File: src/rtl/demux32_1to2_buf_pkg.sv
// Shared definitions for the registered 1-to-2 word demultiplexer.
//   DEMUX_SEL_A / DEMUX_SEL_B : encodings of the sel input.
//   ch_state_t                : per-channel buffer state (CH_EMPTY, CH_FULL).
//   DEMUX_DEFAULT_WIDTH       : default data word width.
package demux32_1to2_buf_pkg;

    localparam logic DEMUX_SEL_A = 1'b0;
    localparam logic DEMUX_SEL_B = 1'b1;

    localparam int unsigned DEMUX_DEFAULT_WIDTH = 32;

    typedef enum logic {
        CH_EMPTY = 1'b0,
        CH_FULL  = 1'b1
    } ch_state_t;

endpackage

File: src/rtl/demux32_1to2_buf_chan_buf.sv
// demux_chan_buf: one-entry output holding buffer for one demux channel.
// Ports:
//   Clk, Rst_n   : clock, asynchronous active-low reset.
//   load         : a word for this channel is accepted this cycle.
//   load_data    : the word being accepted.
//   ready        : downstream consumer takes the held word this cycle.
//   valid        : buffer holds a word (state FULL).
//   data         : held word; retains the last value while EMPTY.
//   can_accept   : buffer can take a word this cycle (EMPTY, or FULL and draining).
module demux_chan_buf
    import demux32_1to2_buf_pkg::*;
#(
    parameter int unsigned WIDTH = DEMUX_DEFAULT_WIDTH
) (
    input  logic             Clk,
    input  logic             Rst_n,
    input  logic             load,
    input  logic [WIDTH-1:0] load_data,
    input  logic             ready,
    output logic             valid,
    output logic [WIDTH-1:0] data,
    output logic             can_accept
);

    ch_state_t state_q;
    ch_state_t state_d;

    always_ff @(posedge Clk or negedge Rst_n) begin
        if (!Rst_n) begin
            state_q <= CH_EMPTY;
        end else begin
            state_q <= state_d;
        end
    end

    always_comb begin
        state_d = state_q;
        unique case (state_q)
            CH_EMPTY: begin
                if (load) state_d = CH_FULL;
            end
            CH_FULL: begin
                // A load while full is only possible when ready is high, so
                // this covers both hold and simultaneous drain/refill.
                if (load)       state_d = CH_FULL;
                else if (ready) state_d = CH_EMPTY;
            end
            default: state_d = CH_EMPTY;
        endcase
    end

    always_ff @(posedge Clk or negedge Rst_n) begin
        if (!Rst_n) begin
            data <= '0;
        end else if (load) begin
            data <= load_data;
        end
    end

    assign valid      = (state_q == CH_FULL);
    assign can_accept = (state_q == CH_EMPTY) || ready;

endmodule

File: src/rtl/demux32_1to2_buf.sv
// demux32_1to2_buf: registered 1-to-2 demultiplexer with valid/ready on the
// input and on each output. Each accepted word is routed by sel into a
// one-entry buffer for channel A (sel = 0) or channel B (sel = 1).
// Ports:
//   Clk, Rst_n                         : clock, asynchronous active-low reset.
//   in_valid, in_ready, in_data, sel   : producer side.
//   outA_valid, outA_ready, outA_data  : consumer A.
//   outB_valid, outB_ready, outB_data  : consumer B.
//   cntA, cntB                         : 16-bit wrapping counts of completed
//                                        output transfers; present only when
//                                        DEMUX32_STATS_EN is defined.
module demux32_1to2_buf
    import demux32_1to2_buf_pkg::*;
#(
    parameter int unsigned WIDTH = DEMUX_DEFAULT_WIDTH
) (
    input  logic             Clk,
    input  logic             Rst_n,
    input  logic             in_valid,
    output logic             in_ready,
    input  logic [WIDTH-1:0] in_data,
    input  logic             sel,
    output logic             outA_valid,
    input  logic             outA_ready,
    output logic [WIDTH-1:0] outA_data,
    output logic             outB_valid,
    input  logic             outB_ready,
    output logic [WIDTH-1:0] outB_data
`ifdef DEMUX32_STATS_EN
    ,
    output logic [15:0]      cntA,
    output logic [15:0]      cntB
`endif
);

    logic sel_a;
    logic can_a;
    logic can_b;
    logic accept;
    logic load_a;
    logic load_b;

    assign sel_a = (sel == DEMUX_SEL_A);

    // Only the selected channel gates the input; Rst_n forces in_ready low
    // while reset is asserted.
    assign in_ready = Rst_n && (sel_a ? can_a : can_b);
    assign accept   = in_valid && in_ready;
    assign load_a   = accept && sel_a;
    assign load_b   = accept && !sel_a;

    demux_chan_buf #(
        .WIDTH(WIDTH)
    ) u_chan_a (
        .Clk        (Clk),
        .Rst_n      (Rst_n),
        .load       (load_a),
        .load_data  (in_data),
        .ready      (outA_ready),
        .valid      (outA_valid),
        .data       (outA_data),
        .can_accept (can_a)
    );

    demux_chan_buf #(
        .WIDTH(WIDTH)
    ) u_chan_b (
        .Clk        (Clk),
        .Rst_n      (Rst_n),
        .load       (load_b),
        .load_data  (in_data),
        .ready      (outB_ready),
        .valid      (outB_valid),
        .data       (outB_data),
        .can_accept (can_b)
    );

`ifdef DEMUX32_STATS_EN
    always_ff @(posedge Clk or negedge Rst_n) begin
        if (!Rst_n) begin
            cntA <= '0;
            cntB <= '0;
        end else begin
            if (outA_valid && outA_ready) cntA <= cntA + 16'd1;
            if (outB_valid && outB_ready) cntB <= cntB + 16'd1;
        end
    end
`endif

endmodule

File: config.mk
export PLATFORM = sky130hd
export DESIGN_NAME = demux32_1to2_buf
export DESIGN_NICKNAME = d
export VERILOG_FILES = /design/src/rtl/demux32_1to2_buf_pkg.sv /design/src/rtl/demux32_1to2_buf_chan_buf.sv /design/src/rtl/demux32_1to2_buf.sv
export SDC_FILE = /design/constraint.sdc
export NUM_CORES = 1
export LEC_CHECK = 0
export CORE_ASPECT_RATIO = 0.75
export CORE_MARGIN = 4
export CORE_UTILIZATION = 47
export CTS_CLUSTER_DIAMETER = 150
export DETAILED_ROUTE_END_ITERATION = 10
export PLACE_DENSITY_LB_ADDON = 0.25
export SYNTH_ARGS = -nofsm -noshare
export SYNTH_HDL_FRONTEND = slang
export SYNTH_HIERARCHICAL = 1
export SYNTH_SLANG_ARGS = --single-unit
File: constraint.sdc
create_clock -name Clk -period 2.6 [get_ports Clk]
set_clock_uncertainty 0.05 [all_clocks]
set_input_delay 0.39 -clock Clk [delete_from_list [all_inputs] [get_ports Clk]]
set_output_delay 0.39 -clock Clk [all_outputs]
set_load 0.05 [all_outputs]
==> impl_results.md, run 1 <==
- Row cnt: 24
- Initial antenna violation count: 0
- Comb pwr share: 0.420
- RSZ-0062 raised after global routing: no
- Setup_tns: 0 ns
- FILL cells: around 400
- Final Cycle Share: 0.754
- Clock buffer depth: 2
- Slew @ Worst Pin: a little over 0.8 ns
- Worst R2R Setup Slack: between 0.9 and 1 ns
- Leak Pwr: 1.80 nW
- P_sw: approximately 1.5 mW
- DR iter-0 viols: 56
- Hold Buf Count CTS: 0
- Worst R2R End: u_chan_a/data[22]
- PwrDens: around 970 mW/mm²
- ANT nets after route: 0
- Post-cts sizing count: 0
- Vias in the first global route: 1742
- Gpl congestion: between 0.6 and 0.7
- Sequential area share after synthesis: 0.590
- Chip Height: 74.8 µm
- Crit path kind: flip-flop to primary output
- Fmax: between 500 and 600 MHz
- Cell variety after synth: 10
- CP Depth: 1
- Yosys Warn Count: 6
- Tot GR Track Use: 0.168
- Worst vdd ir: 0.000535 V
- Final hold violations: 0
- Clock share of power: 0.236
- Placed instance area: about 0.0039 mm²
- Vias per cell: 4.60
- IO buf count: ~100
- Reg power frac: 0.344
- Min cycle time layout: roughly 2.0 ns
- Avg Cell Area, Syn: about 19 µm²
- Synth-to-Final Area Change: 45.8%
- Layout cells sized above 1: 0.342
- Worst-Skew Late Latency: ~0.33 ns
- Ant diodes: 0
- CTS sink count: 66
- Max-Cap Viols: 0
- Cell Chain, Critical Path: clkdlybuf4s50_1
- Die X-Extent: between 90 and 100 µm
- Outcome: complete, no violations
- Critical path endpoint category: primary output
- Worst Setup EP: outB_data[16]
- CTS tree: yes
- Slew Viols, Final: 0
- Global-route wire length before repair: ~9200 µm
- Total power: between 3 and 4 mW
- Arrival time worst endpoint: about 1.5 ns
- Nets: ~300
- Detailed Routing Iterations Pass 1: 4
- Synthesized net count: ~190
- Yosys reg bits: 66
- Largest net degree at the start of global routing: 67
- CTS buffer count: 9
- CP Launch Type: flip-flop
- Starting Density: 0.483
- Die area: ~0.0073 mm²
- GRT Residual Overflow: 0
- Crit-path max cell delay: about 0.8 ns
- Critical path required time: about 2.2 ns
- FF-to-FF path depth: 5
- Ports: 105
- Worst Hold Class: input port to async pin
- Worst slew margin: 0.455
- Synth Cell Area: 0.00280 mm²
- Buf/Inv on CP: 1
- CP delay by family, top: buffers and inverters
- Core area: 0.00580 mm²
- Final Routed Wirelength: between 5000 and 6000 µm
- Setup Buffers After CTS: 0
- Cell-internal power: 2.48 mW
- Switch share: 0.375
- Setup Viol. Count Final: 0
- Via count: around 1600
- CTS H-tree lvls: 3
- Critical path origin: u_chan_b/data[16]
- Post-DR wirelength/cell: ~17 µm
- Root buffer cell: clkbuf_8
- Crit-path max FO: 2
- Reg-to-Reg Start: u_chan_a/valid
- Clock slew at reported path FFs: 0.07 ns
- Final HPWL DP: ~4200 µm
- Fin area: a little over 0.004 mm²
- DRC violations left: 0
- Slowest CP cell: clkdlybuf4s50_1
- Cell count after synthesis: 148
==> state kept, by name, indices dropped and copies added, names as in the netlist <==
| register | cells |
|---|---|
| u_chan_a/data | 32 |
| u_chan_a/valid | 1 |
| u_chan_b/data | 32 |
| u_chan_b/valid | 1 |
==> cell type report <==
cell class | count | area (µm²) | area share
Clock buffer | 11 | 141 | 0.0347
Clock inverter | 5 | 77.6 | 0.0190
Multi-Input combinational cell | 74 | 1020 | 0.250
Sequential cell | 66 | 1650 | 0.405
Tap cell | 78 | 97.6 | 0.0239
Timing Repair Buffer | 110 | 1090 | 0.268
==> power groups by stage <==
stage | Sequential (mW) | Clock (mW) | Combinational (mW)
after floorplan | 2.12 | 0 | 0.349
after global placement | 1.38 | 0 | 1.65
after detailed placement | 1.38 | 0 | 1.67
after CTS | 1.37 | 0.965 | 1.68
after global routing | 1.39 | 1.01 | 1.71
final | 1.36 | 0.936 | 1.66
==> worst min path at each step <==
stage | endpoint | slack (ns) | depth (start not counted)
global placement | u_chan_b/data[26] | 0.44 | 1
detailed placement | u_chan_b/data[19] | 0.44 | 1
floorplan | u_chan_a/data[0] | 0.04 | 0
CTS | u_chan_a/data[16] | 0.25 | 2
global route | u_chan_b/data[0] | 0.30 | 2
finish | u_chan_b/data[0] | 0.25 | 2
==> metal layers <==
| metal | global-route usage | share of wire | up-vias | routed length, µm |
|---|---|---|---|---|
| li1 | - | - | 739 | - |
| met1 | 0.214 | 0.46 | 782 | 2720 |
| met2 | 0.262 | 0.47 | 57 | 2810 |
| met3 | 0.0778 | 0.062 | 4 | 371 |
| met4 | 0.0467 | 0.0074 | 0 | 44 |
| met5 | 0 | 0 | - | 0 |
==> Yosys cell counts <==
| cell | count | area (µm²) |
|---|---|---|
| nor2_1 | 2 | 7.51 |
| nand2_1 | 2 | 7.51 |
| mux2_2 | 6 | 67.6 |
| nand2b_1 | 4 | 25.0 |
| buf_6 | 2 | 22.5 |
| dfrtp_1 | 66 | 1650 |
| nand2b_4 | 1 | 13.8 |
| a21boi_2 | 1 | 11.3 |
| mux2_4 | 58 | 871 |
| buf_12 | 6 | 120 |
==> placed cells by master, fill, tap and decap left out, drive strengths merged <==
cell	count
nor2	2
clkinv	2
nand2b	5
clkbuf	11
a21boi	1
nand2	2
dfrtp	66
clkinvlp	1
bufinv	2
mux2	64
clkdlybuf4s50	102
buf	8
==> kinds of logic (layout without fill, tap and decap cells) <==
logic type | count (synthesis) | count (layout) | synth area share
buffers and inverters | 8 | 126 | 0.0510
and+or+nand+nor | 9 | 9 | 0.0192
AOI/OAI and AO/OA | 1 | 1 | 0.00402
muxes | 64 | 64 | 0.335
DFF | 66 | 66 | 0.590
==> stage by stage <==
| step | hold WS, ns | util | instances | worst slack (ns) |
|---|---|---|---|---|
| after floorplan | 0.0444 | - | 148 | 0.851 |
| after global placement | 0.440 | 0.666 | 328 | 0.523 |
| after detailed placement | 0.442 | 0.666 | 328 | 0.483 |
| after CTS | 0.252 | 0.704 | 344 | 0.615 |
| after global routing | 0.305 | 0.704 | 344 | 0.569 |
| final | 0.248 | 0.704 | 344 | 0.639 |
(Power assumes the default switching activity.)
==> run 2: changes to the inputs <==
--- a/config.mk
+++ b/config.mk
@@ -7,7 +7,7 @@
 export LEC_CHECK = 0
 export CORE_ASPECT_RATIO = 0.75
 export CORE_MARGIN = 4
-export CORE_UTILIZATION = 47
+export CORE_UTILIZATION = 40
 export CTS_CLUSTER_DIAMETER = 150
 export DETAILED_ROUTE_END_ITERATION = 10
 export PLACE_DENSITY_LB_ADDON = 0.25
==> constraint.sdc (replaced) <==
create_clock -name Clk -period 1.75 [get_ports Clk]
set_clock_uncertainty 0.05 [all_clocks]
set_input_delay 0.2625 -clock Clk [delete_from_list [all_inputs] [get_ports Clk]]
set_output_delay 0.2625 -clock Clk [all_outputs]
set_load 0.05 [all_outputs]
==> impl_results.md, run 2 (same netlist as run 1, synthesis figures left out) <==
- Outcome: complete, no violations
- Worst-Skew Late Latency: 0.33 ns (about the same)
- CP delay by family, top: buffers and inverters
- Chip Height: 80.4 µm (+7.5%)
- Placed instance area: 0.00377 mm² (-2.2%)
- CTS tree: yes
- Vias in the first global route: 1745 (+0.17%)
- Cell Chain, Critical Path: clkdlybuf4s50_1 > nand2b_1 > nand2_2 > buf_4 > a21boi_4 > buf_12
- Via count: 1640 (+3.7%)
- Slew Viols, Final: 0 (unchanged)
- Buf/Inv on CP: 3 (+2)
- Final hold violations: 0 (unchanged)
- Crit-path max FO: 2 (unchanged)
- Global-route wire length before repair: 9540 µm (+3.8%)
- Hold Buf Count CTS: 0 (unchanged)
- Tot GR Track Use: 0.148 (-0.0199)
- FF-to-FF path depth: 5 (unchanged)
- Clock slew at reported path FFs: 0.07 ns (about the same)
- Critical path required time: 1.44 ns (-0.72 ns)
- CTS buffer count: 9 (unchanged)
- Min cycle time layout: around 1.7 ns
- CP Launch Type: input port
- GRT Residual Overflow: 0 (unchanged)
- PwrDens: 1430 mW/mm² (+47%)
- ANT nets after route: 0 (unchanged)
- Initial antenna violation count: 0 (unchanged)
- Final Cycle Share: 0.966
- Arrival time worst endpoint: 1.38 ns (-0.14 ns)
- Ant diodes: 0 (unchanged)
- Layout cells sized above 1: 0.601 (+0.259)
- Ports: 105 (unchanged)
- Slew @ Worst Pin: 0.822 ns (+0.00540 ns)
- Max-Cap Viols: 0 (unchanged)
- Starting Density: 0.411 (-0.0712)
- Worst R2R Setup Slack: 0.30 ns (-0.69 ns)
- Leak Pwr: 1.90 nW (+5.4%)
- Die area: 0.00841 mm² (+16%)
- Die X-Extent: 105 µm (+7.7%)
- WL met3: 356 µm (-4.0%)
- CTS sink count: 66 (unchanged)
- IO buf count: 104 (unchanged)
- Gpl congestion: 0.719 (+9.6%)
- Clock buffer depth: 2 (unchanged)
- Row cnt: 26 (+8.3%)
- Final HPWL DP: 4240 µm (+0.17%)
- Slowest CP cell: clkdlybuf4s50_1
- Total power: 5.71 mW (+44%)
- Fmax: between 500 and 600 MHz
- Synth-to-Final Area Change: 42.8%
- RSZ-0062 raised after global routing: no
- CTS H-tree lvls: 3 (unchanged)
- Setup Viol. Count Final: 0 (unchanged)
- Root buffer cell: clkbuf_8
- Crit path kind: input port to primary output
- Core area: 0.00680 mm² (+17%)
- Worst vdd ir: 0.000554 V (+3.6%)
- Met2 WL post-DR: 2780 µm (-1.2%)
- WHS: 0.100 ns (-0.147 ns)
- Critical path origin: outB_ready
- Commonest non-fill, non-tap cell in the layout: buf_4
- Worst slew margin: 0.452 (-0.00360)
- Fin area: 0.00400 mm² (-2.0%)
- Highest Signal Layer: met4
- Reg-to-Reg Start: u_chan_b/valid
- Worst R2R End: u_chan_b/data[10]
- Largest net degree at the start of global routing: 67 (unchanged)
- Setup Buffers After CTS: 0 (unchanged)
- DRC violations left: 0 (unchanged)
- Crit-path max cell delay: 0.44 ns (-0.38 ns)
- M1 WL: 2720 µm (+0.11%)
- Worst Hold Class: input port to async pin
- Largest regs: u_chan_a/data: 32 flops, u_chan_b/data: 32 flops
- Critical path endpoint category: primary output
- Detailed Routing Iterations Pass 1: 4 (unchanged)
- Commonest cells after routing, fill and taps aside: buf_4, dfrtp_1, mux2_4
- Post-DR wirelength/cell: 16.9 µm (-2.1%)
- Final Routed Wirelength: 5960 µm (+0.22%)
- FILL cells: 541 (+33%)
- DR iter-0 viols: 32 (-43%)
- Util after Layout: 0.588 (-0.116)
- Vias per cell: 4.66 (+1.3%)
- Nets: 302 (+1.0%)
[run 2: cell count changes in the layout (fill, tap and decap cells not counted), moves of 2 or more]
cell / before / now
clkdlybuf4s50_1: 102 / 36
buf_4: 6 / 71
buf_12: 1 / 5
clkbuf_8: 10 / 12
[run 2: routing by layer]
layer | track usage | up-vias
met4 | 0.0642 | 0
li1 | - | 747
met5 | 0 | -
met2 | 0.226 | 55
met1 | 0.193 | 827
met3 | 0.0490 | 11
[run 2: repair_timing]
item,4_1_cts,5_1_grt
hold endpoints to repair,0,0
resized for setup,0,3
setup endpoints to repair,0,1
[run 2: how the worst max path moves through the flow]
stage / depth (start not counted) / slack, ns / end
final: 6 / 0.06 / in_ready
after global placement: 6 / -0.08 / u_chan_b/data[10]
after CTS: 6 / 0.005 / in_ready
after global routing: 6 / 0.0009 / in_ready
after detailed placement: 6 / -0.09 / u_chan_b/data[30]
after floorplan: 6 / 0.05 / u_chan_a/data[0]
[run 2: stage by stage]
stage / cells / TNS, ns / setup slack, ns
floorplan: 148 / 0 / 0.0518
CTS: 352 / 0 / 0.00505
global route: 352 / 0 / 0.000899
detailed placement: 337 / -4.41 / -0.0934
finish: 352 / 0 / 0.0592
global placement: 337 / -3.76 / -0.0779
[run 2: where the power goes]
group	switching (mW)	internal, mW
sequential	0.196	1.84
combinational	1.46	0.907
clock	0.535	0.766
total	2.19	3.52
[run 2: layout make-up]
type / count / area [µm²] / area share
Multi-Input combinational cell: 74 / 1040 / 0.259
Clock inverter: 2 / 35.0 / 0.00877
Clock buffer: 13 / 169 / 0.0423
Tap cell: 84 / 105 / 0.0263
Sequential cell: 66 / 1650 / 0.413
Timing Repair Buffer: 113 / 998 / 0.250
